## src/rtl/s_axis_rq_arbiter_pkg.sv

```systemverilog
`default_nettype none
// ============================================================================
// Module   : s_axis_rq_arbiter_pkg
// Brief    : Shared constants for the requester-request (RQ) stream path:
//            first-dword fmt bit that marks a TLP as carrying data, tuser
//            bit positions and the arbiter state encoding.
// Revision : 1.0 - initial release
// ============================================================================
package s_axis_rq_arbiter_pkg;

  // fmt[1] of the first header dword: 1 = TLP carries data (posted write),
  // 0 = no-data request (non-posted read).
  localparam int NP_FMT_BIT            = 30;

  // tuser layout on the RQ stream
  localparam int TUSER_WIDTH           = 4;
  localparam int TUSER_ECRC_BIT        = 0;
  localparam int TUSER_POISON_BIT      = 1;
  localparam int TUSER_DISCONTINUE_BIT = 3;

  // Arbiter state encoding
  typedef enum logic [0:0] {
    ST_IDLE = 1'b0,
    ST_BUSY = 1'b1
  } arb_state_e;

endpackage : s_axis_rq_arbiter_pkg
`default_nettype wire

```

## src/rtl/s_axis_rq_arbiter_rr_pick.sv

```systemverilog
`default_nettype none
// ============================================================================
// Module   : s_axis_rq_arbiter_rr_pick
// Brief    : Combinational round-robin picker. Scans the request vector
//            starting one past the previous winner and wrapping modulo
//            N_PORTS; returns the winner as one-hot and as an index.
// Revision : 1.0 - initial release
// ============================================================================
module s_axis_rq_arbiter_rr_pick #(
  parameter int N_PORTS = 2
) (
  input  logic [N_PORTS-1:0]         req,
  input  logic [$clog2(N_PORTS)-1:0] last_grant,
  output logic [N_PORTS-1:0]         grant_onehot,
  output logic [$clog2(N_PORTS)-1:0] grant_idx
);

  localparam int c_idx_w = $clog2(N_PORTS);

  logic [c_idx_w-1:0] w_cand;
  logic               w_found;

  // First requesting port after last_grant wins; nothing asserted if no request
  always_comb begin
    grant_onehot = '0;
    grant_idx    = '0;
    w_cand       = '0;
    w_found      = 1'b0;
    for (int k = 1; k <= N_PORTS; k++) begin
      w_cand = c_idx_w'((int'(last_grant) + k) % N_PORTS);
      if (!w_found && req[w_cand]) begin
        w_found              = 1'b1;
        grant_idx            = w_cand;
        grant_onehot[w_cand] = 1'b1;
      end
    end
  end

endmodule : s_axis_rq_arbiter_rr_pick
`default_nettype wire

```

## src/rtl/s_axis_rq_arbiter.sv

```systemverilog
`default_nettype none
// ============================================================================
// Module   : s_axis_rq_arbiter
// Brief    : Packet-level round-robin arbiter merging several requester
//            streams onto the single RQ stream. Whole TLPs are forwarded
//            without interleaving; outstanding non-posted requests are
//            limited by a credit counter released by the completion path.
// Revision : 1.0 - initial release
// ============================================================================
module s_axis_rq_arbiter
  import s_axis_rq_arbiter_pkg::*;
#(
  parameter int N_PORTS    = 2,
  parameter int DATA_WIDTH = 256,
  parameter int KEEP_WIDTH = DATA_WIDTH / 8,
  parameter int MAX_NP     = 32
) (
  input  logic                              user_clk,
  input  logic                              user_reset,

  input  logic [N_PORTS*DATA_WIDTH-1:0]     s_axis_rq_tdata,
  input  logic [N_PORTS*KEEP_WIDTH-1:0]     s_axis_rq_tkeep,
  input  logic [N_PORTS-1:0]                s_axis_rq_tlast,
  input  logic [N_PORTS*TUSER_WIDTH-1:0]    s_axis_rq_tuser,
  input  logic [N_PORTS-1:0]                s_axis_rq_tvalid,
  output logic [N_PORTS-1:0]                s_axis_rq_tready,

  output logic [DATA_WIDTH-1:0]             m_axis_rq_tdata,
  output logic [KEEP_WIDTH-1:0]             m_axis_rq_tkeep,
  output logic                              m_axis_rq_tlast,
  output logic [TUSER_WIDTH-1:0]            m_axis_rq_tuser,
  output logic                              m_axis_rq_tvalid,
  input  logic                              m_axis_rq_tready,

  input  logic                              np_release,
  output logic [$clog2(MAX_NP+1)-1:0]       np_outstanding,
  output logic [$clog2(N_PORTS)-1:0]        grant_id,
  output logic                              np_underflow
);

  localparam int                  c_idx_w     = $clog2(N_PORTS);
  localparam int                  c_cnt_w     = $clog2(MAX_NP + 1);
  localparam logic [c_cnt_w-1:0]  c_max_np    = c_cnt_w'(MAX_NP);
  localparam logic [c_cnt_w-1:0]  c_cnt_one   = c_cnt_w'(1);
  localparam logic [c_idx_w-1:0]  c_last_port = c_idx_w'(N_PORTS - 1);

  // --------------------------------------------------------------------------
  // State
  // --------------------------------------------------------------------------
  arb_state_e         state_q, state_d;
  logic [c_idx_w-1:0] grant_id_q, grant_id_d;
  logic [c_idx_w-1:0] last_grant_q, last_grant_d;
  logic               first_q, first_d;
  logic [c_cnt_w-1:0] np_cnt_q, np_cnt_d;
  logic               np_underflow_q, np_underflow_d;

  // --------------------------------------------------------------------------
  // Combinational helpers
  // --------------------------------------------------------------------------
  logic [N_PORTS-1:0] w_np_first;
  logic [N_PORTS-1:0] w_eligible;
  logic [N_PORTS-1:0] w_pick_onehot;
  logic [c_idx_w-1:0] w_pick_idx;
  logic               w_pick_valid;
  logic               w_credit_ok;
  logic               w_busy;
  logic               w_beat;
  logic               w_np_accept;

  assign w_credit_ok  = (np_cnt_q < c_max_np);
  assign w_busy       = (state_q == ST_BUSY);
  assign w_pick_valid = |w_pick_onehot;

  // Every port in IDLE sits at a packet boundary, so its head beat is a
  // first beat: reads need a free credit, writes are always eligible.
  for (genvar gi = 0; gi < N_PORTS; gi++) begin : g_port
    assign w_np_first[gi] = ~s_axis_rq_tdata[gi*DATA_WIDTH + NP_FMT_BIT];
    assign w_eligible[gi] = s_axis_rq_tvalid[gi] & (~w_np_first[gi] | w_credit_ok);
  end

  s_axis_rq_arbiter_rr_pick #(
    .N_PORTS (N_PORTS)
  ) u_rr_pick (
    .req          (w_eligible),
    .last_grant   (last_grant_q),
    .grant_onehot (w_pick_onehot),
    .grant_idx    (w_pick_idx)
  );

  // Granted port drives the merged stream straight through while BUSY
  always_comb begin
    m_axis_rq_tdata  = s_axis_rq_tdata[int'(grant_id_q)*DATA_WIDTH +: DATA_WIDTH];
    m_axis_rq_tkeep  = s_axis_rq_tkeep[int'(grant_id_q)*KEEP_WIDTH +: KEEP_WIDTH];
    m_axis_rq_tuser  = s_axis_rq_tuser[int'(grant_id_q)*TUSER_WIDTH +: TUSER_WIDTH];
    m_axis_rq_tlast  = s_axis_rq_tlast[grant_id_q];
    m_axis_rq_tvalid = w_busy & s_axis_rq_tvalid[grant_id_q];
    s_axis_rq_tready = '0;
    if (w_busy) begin
      s_axis_rq_tready[grant_id_q] = m_axis_rq_tready;
    end
  end

  assign w_beat      = w_busy & s_axis_rq_tvalid[grant_id_q] & m_axis_rq_tready;
  assign w_np_accept = w_beat & first_q & w_np_first[grant_id_q];

  // Next-state logic: grant in IDLE, release the stream on the accepted tlast
  always_comb begin
    state_d      = state_q;
    grant_id_d   = grant_id_q;
    last_grant_d = last_grant_q;
    first_d      = first_q;
    case (state_q)
      ST_IDLE: begin
        if (w_pick_valid) begin
          state_d    = ST_BUSY;
          grant_id_d = w_pick_idx;
          first_d    = 1'b1;
        end
      end
      ST_BUSY: begin
        if (w_beat) begin
          first_d = 1'b0;
          if (m_axis_rq_tlast) begin
            state_d      = ST_IDLE;
            last_grant_d = grant_id_q;
          end
        end
      end
      default: begin
        state_d = ST_IDLE;
      end
    endcase
  end

  // Credit counter: a simultaneous take and release cancel; a release with
  // nothing outstanding is dropped and flagged.
  always_comb begin
    np_cnt_d       = np_cnt_q;
    np_underflow_d = np_underflow_q;
    if (w_np_accept && !np_release) begin
      np_cnt_d = np_cnt_q + c_cnt_one;
    end else if (np_release && !w_np_accept) begin
      if (np_cnt_q == '0) begin
        np_underflow_d = 1'b1;
      end else begin
        np_cnt_d = np_cnt_q - c_cnt_one;
      end
    end
  end

  // All arbiter and credit state, asynchronously cleared
  always_ff @(posedge user_clk or posedge user_reset) begin
    if (user_reset) begin
      state_q        <= ST_IDLE;
      grant_id_q     <= '0;
      last_grant_q   <= c_last_port;
      first_q        <= 1'b0;
      np_cnt_q       <= '0;
      np_underflow_q <= 1'b0;
    end else begin
      state_q        <= state_d;
      grant_id_q     <= grant_id_d;
      last_grant_q   <= last_grant_d;
      first_q        <= first_d;
      np_cnt_q       <= np_cnt_d;
      np_underflow_q <= np_underflow_d;
    end
  end

  assign grant_id       = grant_id_q;
  assign np_outstanding = np_cnt_q;
  assign np_underflow   = np_underflow_q;

endmodule : s_axis_rq_arbiter
`default_nettype wire

```

## config.mk

```make
export PLATFORM = sky130hd
export DESIGN_NAME = s_axis_rq_arbiter
export DESIGN_NICKNAME = d
export VERILOG_FILES = /design/src/rtl/s_axis_rq_arbiter_pkg.sv /design/src/rtl/s_axis_rq_arbiter_rr_pick.sv /design/src/rtl/s_axis_rq_arbiter.sv
export SDC_FILE = /design/constraint.sdc
export NUM_CORES = 1
export LEC_CHECK = 0
export ABC_AREA = 1
export BUFFER_PORTS_ARGS = -buffer_cell sky130_fd_sc_hd__buf_2
export CELL_PAD_IN_SITES_DETAIL_PLACEMENT = 1
export CELL_PAD_IN_SITES_GLOBAL_PLACEMENT = 1
export CORE_AREA = 2 2 346 348
export DETAILED_ROUTE_END_ITERATION = 6
export DIE_AREA = 0 0 348 350
export GPL_TIMING_DRIVEN = 0
export PLACE_DENSITY = 0.37
export SETUP_SLACK_MARGIN = 0.02
export SLEW_MARGIN = 0
export SYNTH_ARGS = -nofsm -noshare
export SYNTH_HDL_FRONTEND = slang
export SYNTH_SLANG_ARGS = --single-unit
```

## constraint.sdc

```tcl
create_clock -name user_clk -period 2.1 [get_ports user_clk]
set_input_delay 0.42 -clock user_clk [delete_from_list [all_inputs] [get_ports user_clk]]
set_output_delay 0.42 -clock user_clk [all_outputs]
set_load 0.01 [all_outputs]
```

# --- After elaboration in Yosys (flattened, before gate mapping) ---
# Cells that the tools add are included.
totals:
  regBits: 11
  inputBits: 592
  output_inout_bits: 304
  word_cells: 86
op_classes:
  n_addsub: 4
  magnitude_cmp: 7
  n_eq_ne: 3
  n_shift: 3
  mux: 32
  n_bitwise: 14
  reduce_logical: 17
ops:
  columns: ["op", "n"]
  rows:
  - ["variable part select 512 x 10 -> 256 bit", 1]
  - ["variable part select 64 x 7 -> 32 bit", 1]
  - ["2-to-1 mux 1 bit", 21]
  - ["2-to-1 mux 6 bit", 3]
  - ["variable part select 8 x 4 -> 4 bit", 1]
  - ["adder 6 x 1 -> 6 bit (second input constant)", 1]
  - ["AND 1 bit", 6]
  - ["logical AND 1 bit", 6]
  - ["logical NOT 6 bit", 1]
  - ["less-than comparator 1 x 2 -> 1 bit (second input constant)", 3]
  - ["less-than comparator 6 bit (second input constant)", 1]
  - ["2-to-1 mux 2 bit", 3]
  - ["AND reduction 2 bit", 3]
  - ["AND reduction 3 bit", 2]
  - ["subtractor 6 x 1 -> 6 bit (second input constant)", 1]
  - ["!= test 2 bit (second input constant)", 2]
  - ["inverter 1 bit", 4]
  - ["case mux 1 bit (2 select lines)", 2]
  - ["demux 1 bit (select 1 bit)", 3]
  - [">= comparator 1 bit (second input constant)", 3]
  - ["logical NOT 1 bit", 3]
  - ["adder 1 bit (second input constant)", 2]
  - ["AND 2 bit", 1]
  - ["!= test 2 x 1 -> 1 bit (second input constant)", 1]
  - ["4 further kinds", 5]

# --- Longest topological paths before layout ---
depth:
  word_depth: 12
  mapped_depth: 18
  ltp_nobuf: 17

# --- Modules after synthesis ---
# From an unflattened synthesis, not the netlist that was laid out.
hier_totals:
  cells_unflattened: 1040
  hier_area_um2: 4386.7
by_module_without_submodules:
  columns: ["module", "n_inst", "cells_per_inst", "area_each_um2", "seq_area_each_um2"]
  rows:
  - ["s_axis_rq_arbiter", 1, 1034, 4361.7, 276.5]
  - ["s_axis_rq_arbiter_rr_pick", 1, 6, 25.0, 0.0]

# --- Least setup slack after synthesis ---
# Ideal clock, no wire load.
synth_path:
  kind: "register -> register"
  startpoint: "reg grant_id_q (netlist: grant_id)"
  endpoint: "reg np_cnt_q[4] (netlist: np_outstanding[4])"
  setup_ns: 0.116
  t_arrival_ns: 2.164
  t_required_ns: 1.984
  slack_ns: -0.180
  stages_incl_launch_ff: 16
  path_buffers: 1
  period_less_slack_ns: 2.280
  path_cell_list: "dfrtp_1 > buf_6 > inv_6 > nand2_2 > a21oi_4 > and2_1 > nand4_2 > inv_2 > ha_1 > inv_1 > fa_1 > nand3_1 > nand2_1 > xor2_1 > nand2_1 > nand2_1"
synth_between:
  elab_chain_cells: 10
  word_cells_on_any_way: 15
  classes_between: "eq/ne: 1; mux: 5; bitwise: 4; reduce/logical: 5"
synth_lines:
  columns: ["element", "line_no", "rtl"]
  rows:
  - ["from (decl)", "s_axis_rq_arbiter.sv:51", "logic [c_idx_w-1:0] grant_id_q, grant_id_d;"]
  - ["from (signal assigned)", "s_axis_rq_arbiter.sv:162", "grant_id_q <= grant_id_d;"]
  - ["2-to-1 mux 1 bit * (2 in series)", null, null]
  - ["AND 1 bit *", null, null]
  - ["named net m_axis_rq_tvalid", "s_axis_rq_arbiter.sv:32", "output logic m_axis_rq_tvalid,"]
  - ["AND 1 bit *", "s_axis_rq_arbiter.sv:103", "assign w_beat = w_busy & s_axis_rq_tvalid[grant_id_q] & m_axis_rq_tready;"]
  - ["AND 1 bit * (2 in series)", "s_axis_rq_arbiter.sv:104", "assign w_np_accept = w_beat & first_q & w_np_first[grant_id_q];"]
  - ["logical NOT 1 bit", "s_axis_rq_arbiter.sv:142", "end else if (np_release && !w_np_accept) begin"]
  - ["logical AND 1 bit", "s_axis_rq_arbiter.sv:142", null]
  - ["nonzero test 2 bit (no line)", null, null]
  - ["AND reduction 2 bit (no line)", null, null]
  - ["to (signal assigned)", "s_axis_rq_arbiter.sv:165", "np_cnt_q <= np_cnt_d;"]
  - ["to (decl)", "s_axis_rq_arbiter.sv:54", "logic [c_cnt_w-1:0] np_cnt_q, np_cnt_d;"]
# The timed path passes the listed nets; every way through them passes the cells marked *. The select of a mux whose other input is x is not followed.
# A chain may end at the register's enable or synchronous reset.

# --- Worst setup path after layout ---
layout_path:
  startpoint: "reg grant_id_q (netlist: grant_id)"
  endpoint: "reg np_cnt_q[4] (netlist: np_outstanding[4])"
layout_between:
  elab_chain_cells: 10
  word_cells_on_any_way: 15
  classes_between: "eq/ne: 1; mux: 5; bitwise: 4; reduce/logical: 5"
layout_lines:
  columns: ["element", "line_no"]
  rows:
  - ["2-to-1 mux 1 bit (not written as such) (2 in series)", "s_axis_rq_arbiter.sv:103"]
  - ["AND 1 bit (2 in series)", "s_axis_rq_arbiter.sv:103"]
  - ["AND 1 bit", "s_axis_rq_arbiter.sv:104"]
  - ["AND 1 bit *", "s_axis_rq_arbiter.sv:104"]
  - ["logical NOT 1 bit", "s_axis_rq_arbiter.sv:142"]
  - ["logical AND 1 bit", "s_axis_rq_arbiter.sv:142"]
  - ["nonzero test 2 bit (no line)", null]
  - ["AND reduction 2 bit (no line)", null]
# Mark *: on every way between the ends. The rest lies on a longest branch, timed or not. The select of a mux whose other input is x is not followed.

==> results.md <==
* Yosys warns at 0
* Crit end category: flip-flop
* Layout cells sized above 1 at 59.4%
* Power Total at 0.0168 W
* I/O pin count at 896
* Die Wd at 348 um
* Met3 wire len at 6.62 mm
* Highest routed metal layer: met5
* DR iter-0 viols at 398
* Wire length per cell at 22.7 um
* Final Cell Area at 0.0134 mm^2
* Final setup TNS at -10.65 ns
* Hold-fix buffer count after cts at 0
* Reg2reg setup slack at -0.19 ns
* H-tree Lvls at 1
* Clk_lat worst skew at 0.24 ns
* Fin. max-slew vios at 0
* Synthesized area at 0.00444 mm^2
* Synthesized Nets at 1639
* Final hold vios at 0
* I/O Buffers at 895
* Crit path to: np_outstanding[4]$_DFFE_PP0P_
* Slew @ Worst Pin at 0.443 ns
* F_max at 437 MHz
* Worst slew margin relative to its limit at 70.4%
* Setup violators final at 183
* Synth Instances at 1040
* Post-layout min period at 2.29 ns
* Via count at 10200
* First-pass DRT Iterations at 4
* Vias in the first global route at 10500
* ANT nets after route at 0
* Routed wl met2 at 40.2 mm
* Global route total overflow at 0
* Total wire length at 80.1 mm
* Num rows at 126
* Library cells used by synthesis at 27
* Clock Sinks at 11
* EDFF count, synth at 0
* Die height at 350 um
* Seq cells post-synth at 11
* # Max-Cap Violations at 0
* CP top delay family: simple AND/OR/NAND/NOR gates
* Initial antenna violation count at 54
* Worst Setup SP: grant_id$_DFFE_PP0P_
* P&R area growth vs syn at 201%
* Crit path depth at 15
* CP arrival at 2.42 ns
* Die ar. at 0.122 mm^2
* Outcome: finished, violations left
* Routability cong. at 0.847
* Inserted Clock Buffers at 3
* Final #Nets at 2583
* Violated checks: setup timing
* Asr flop ratio synth at 100%
* VDD IR max at 325 uV
* Fin crit share at 109%
* Crit path cell chain: buf_12 > clkinv_16 > nand2_4 > a21oi_4 > and2_4 > nand4_4 > inv_2 > ha_4 > inv_8 > ha_4 > a21oi_1 > nand2_2 > xor2_1 > nand2_1 > nand2_1
* Most common cell after layout, fill and taps aside: buf_2
* Post-synthesis sequential area ratio at 6.22%
* Placed Area at 0.0109 mm^2
* RSZ-0062 raised after global routing: true
* Total track usage at 12.2%
* Core ar. at 0.118 mm^2
* Leakage power at 7.77 nW
* CTS tree: yes
* Pwr/cell area at 1260 mW/mm^2
* CP max-delay cell: dfrtp_2
* Clock Root Buffer: clkbuf_16
* Crit Path Max Fanout at 8
* Setup WS post-layout at -0.187 ns
* Clock Path Buffers at 2
* Worst r2r src: grant_id$_DFFE_PP0P_
* Hold Path Class: input pin to async pin
* Hold WS at 0.179 ns
* Main synth FF type: dfrtp_1
* Met1 WL at 32.7 mm
* Crit Path Category: flip-flop to flip-flop
* Reg2reg end: np_outstanding[4]$_DFFE_PP0P_
* Drt drc at 0
* Setup crit start kind: flip-flop
* First-pass GRT wire length at 99.7 mm
* Most frequent cells in the layout: buf_2, nand2_1, nand2_2
* Via-to-Cell Ratio at 2.90
* Mapped Avg Cell Area at 4.27 um^2
* Worst Path Required at 2.23 ns
* Detailed placement HPWL at 73.4 mm
* Initial Util at 3.77%
* Clock transition at path regs at 0.04 ns
* Final setup skew at 0.000506 ns
* Pin count of the biggest net entering global routing at 12
* Bufs and invs on worst path at 4
* Critical Path Max Stage Delay at 0.44 ns
* Worst r2r path cells at 15
## area by class of cell
type,count,area [um^2]
timing repair buffer,945,5520
tap,1536,1920
sequential,11,278
fill,14600,104000
antenna,3,7.51
clock buffer,4,78.8
multi-input combinational,947,4690
buffer,59,795
inverter,17,97.6
## through the flow
stage                     worst slack (ns)  cells  util, %
final                               -0.187   3522     11.4
after global routing                -0.322   3519     11.4
after CTS                           -0.225   3482     9.73
after detailed placement            -0.668   3471     9.28
after global placement              -0.679   3471     9.28
after floorplan                    -0.0622   1040        -
## Yosys cell counts, types with 2 or more instances
cell type	number	area, um^2
xnor2_1	2	17.5
buf_4	26	195
a21oi_1	2	10.0
clkbuf_1	6	22.5
nand2_1	907	3400
inv_2	2	7.51
xor2_1	3	26.3
dfrtp_1	10	250
ha_1	6	75.1
nor2_1	6	22.5
inv_1	14	52.6
nand2_2	2	12.5
o21ai_1	2	10.0
buf_2	32	160
nand3_1	5	25.0
nor3_1	2	10.0
o21ai_0	3	15.0
## logic make-up after synthesis
family | Yosys count | synth area share (%)
AOI/OAI and AO/OA | 10 | 1.49
xor gates and xnor gates | 5 | 0.986
buffers and inverters | 82 | 10.3
DFF | 11 | 6.22
adders and majority gates | 7 | 2.14
and+or+nand+nor | 925 | 78.9
## per-layer routing
layer	vias to the layer above	track usage, %
met4	8	0.265
li1	4969	-
met2	539	22.3
met3	76	3.30
met5	-	0
met1	4631	14.8
## timing repair
item                                   4_1_cts  5_1_grt
endpoints found under the hold margin        0        0
gates cloned                                 1       11
setup buffers                                6       33
pin swaps                                   10       17
setup endpoints to repair                  299      280
resized for setup                          122      344
## power by group
group | total, W | switching [W] | internal [W]
Combinational | 0.0160 | 0.00946 | 0.00654
Clock | 0.000355 | 0.0000992 | 0.000256
Sequential | 0.000476 | 0.000156 | 0.000320
Total | 0.0168 | 0.00972 | 0.00712
## sequential cells by signal (all words and copies together), names as in the netlist
register and cells:
grant_id 1, np_underflow 1, last_grant_q 1, first_q 1, np_outstanding 6, state_q 1
## worst min-delay path by stage
stage	to	slack (ns)	depth (start not counted)
CTS	np_outstanding[0]$_DFFE_PP0P_	0.20	2
global placement	np_outstanding[0]$_DFFE_PP0P_	0.45	2
floorplan	first_q$_DFFE_PP0P_	0.27	1
finish	np_outstanding[0]$_DFFE_PP0P_	0.18	2
global route	state_q$_DFF_PP0_	0.23	2
detailed placement	np_outstanding[0]$_DFFE_PP0P_	0.46	2
Note: power is estimated with default switching activity, not from simulation.
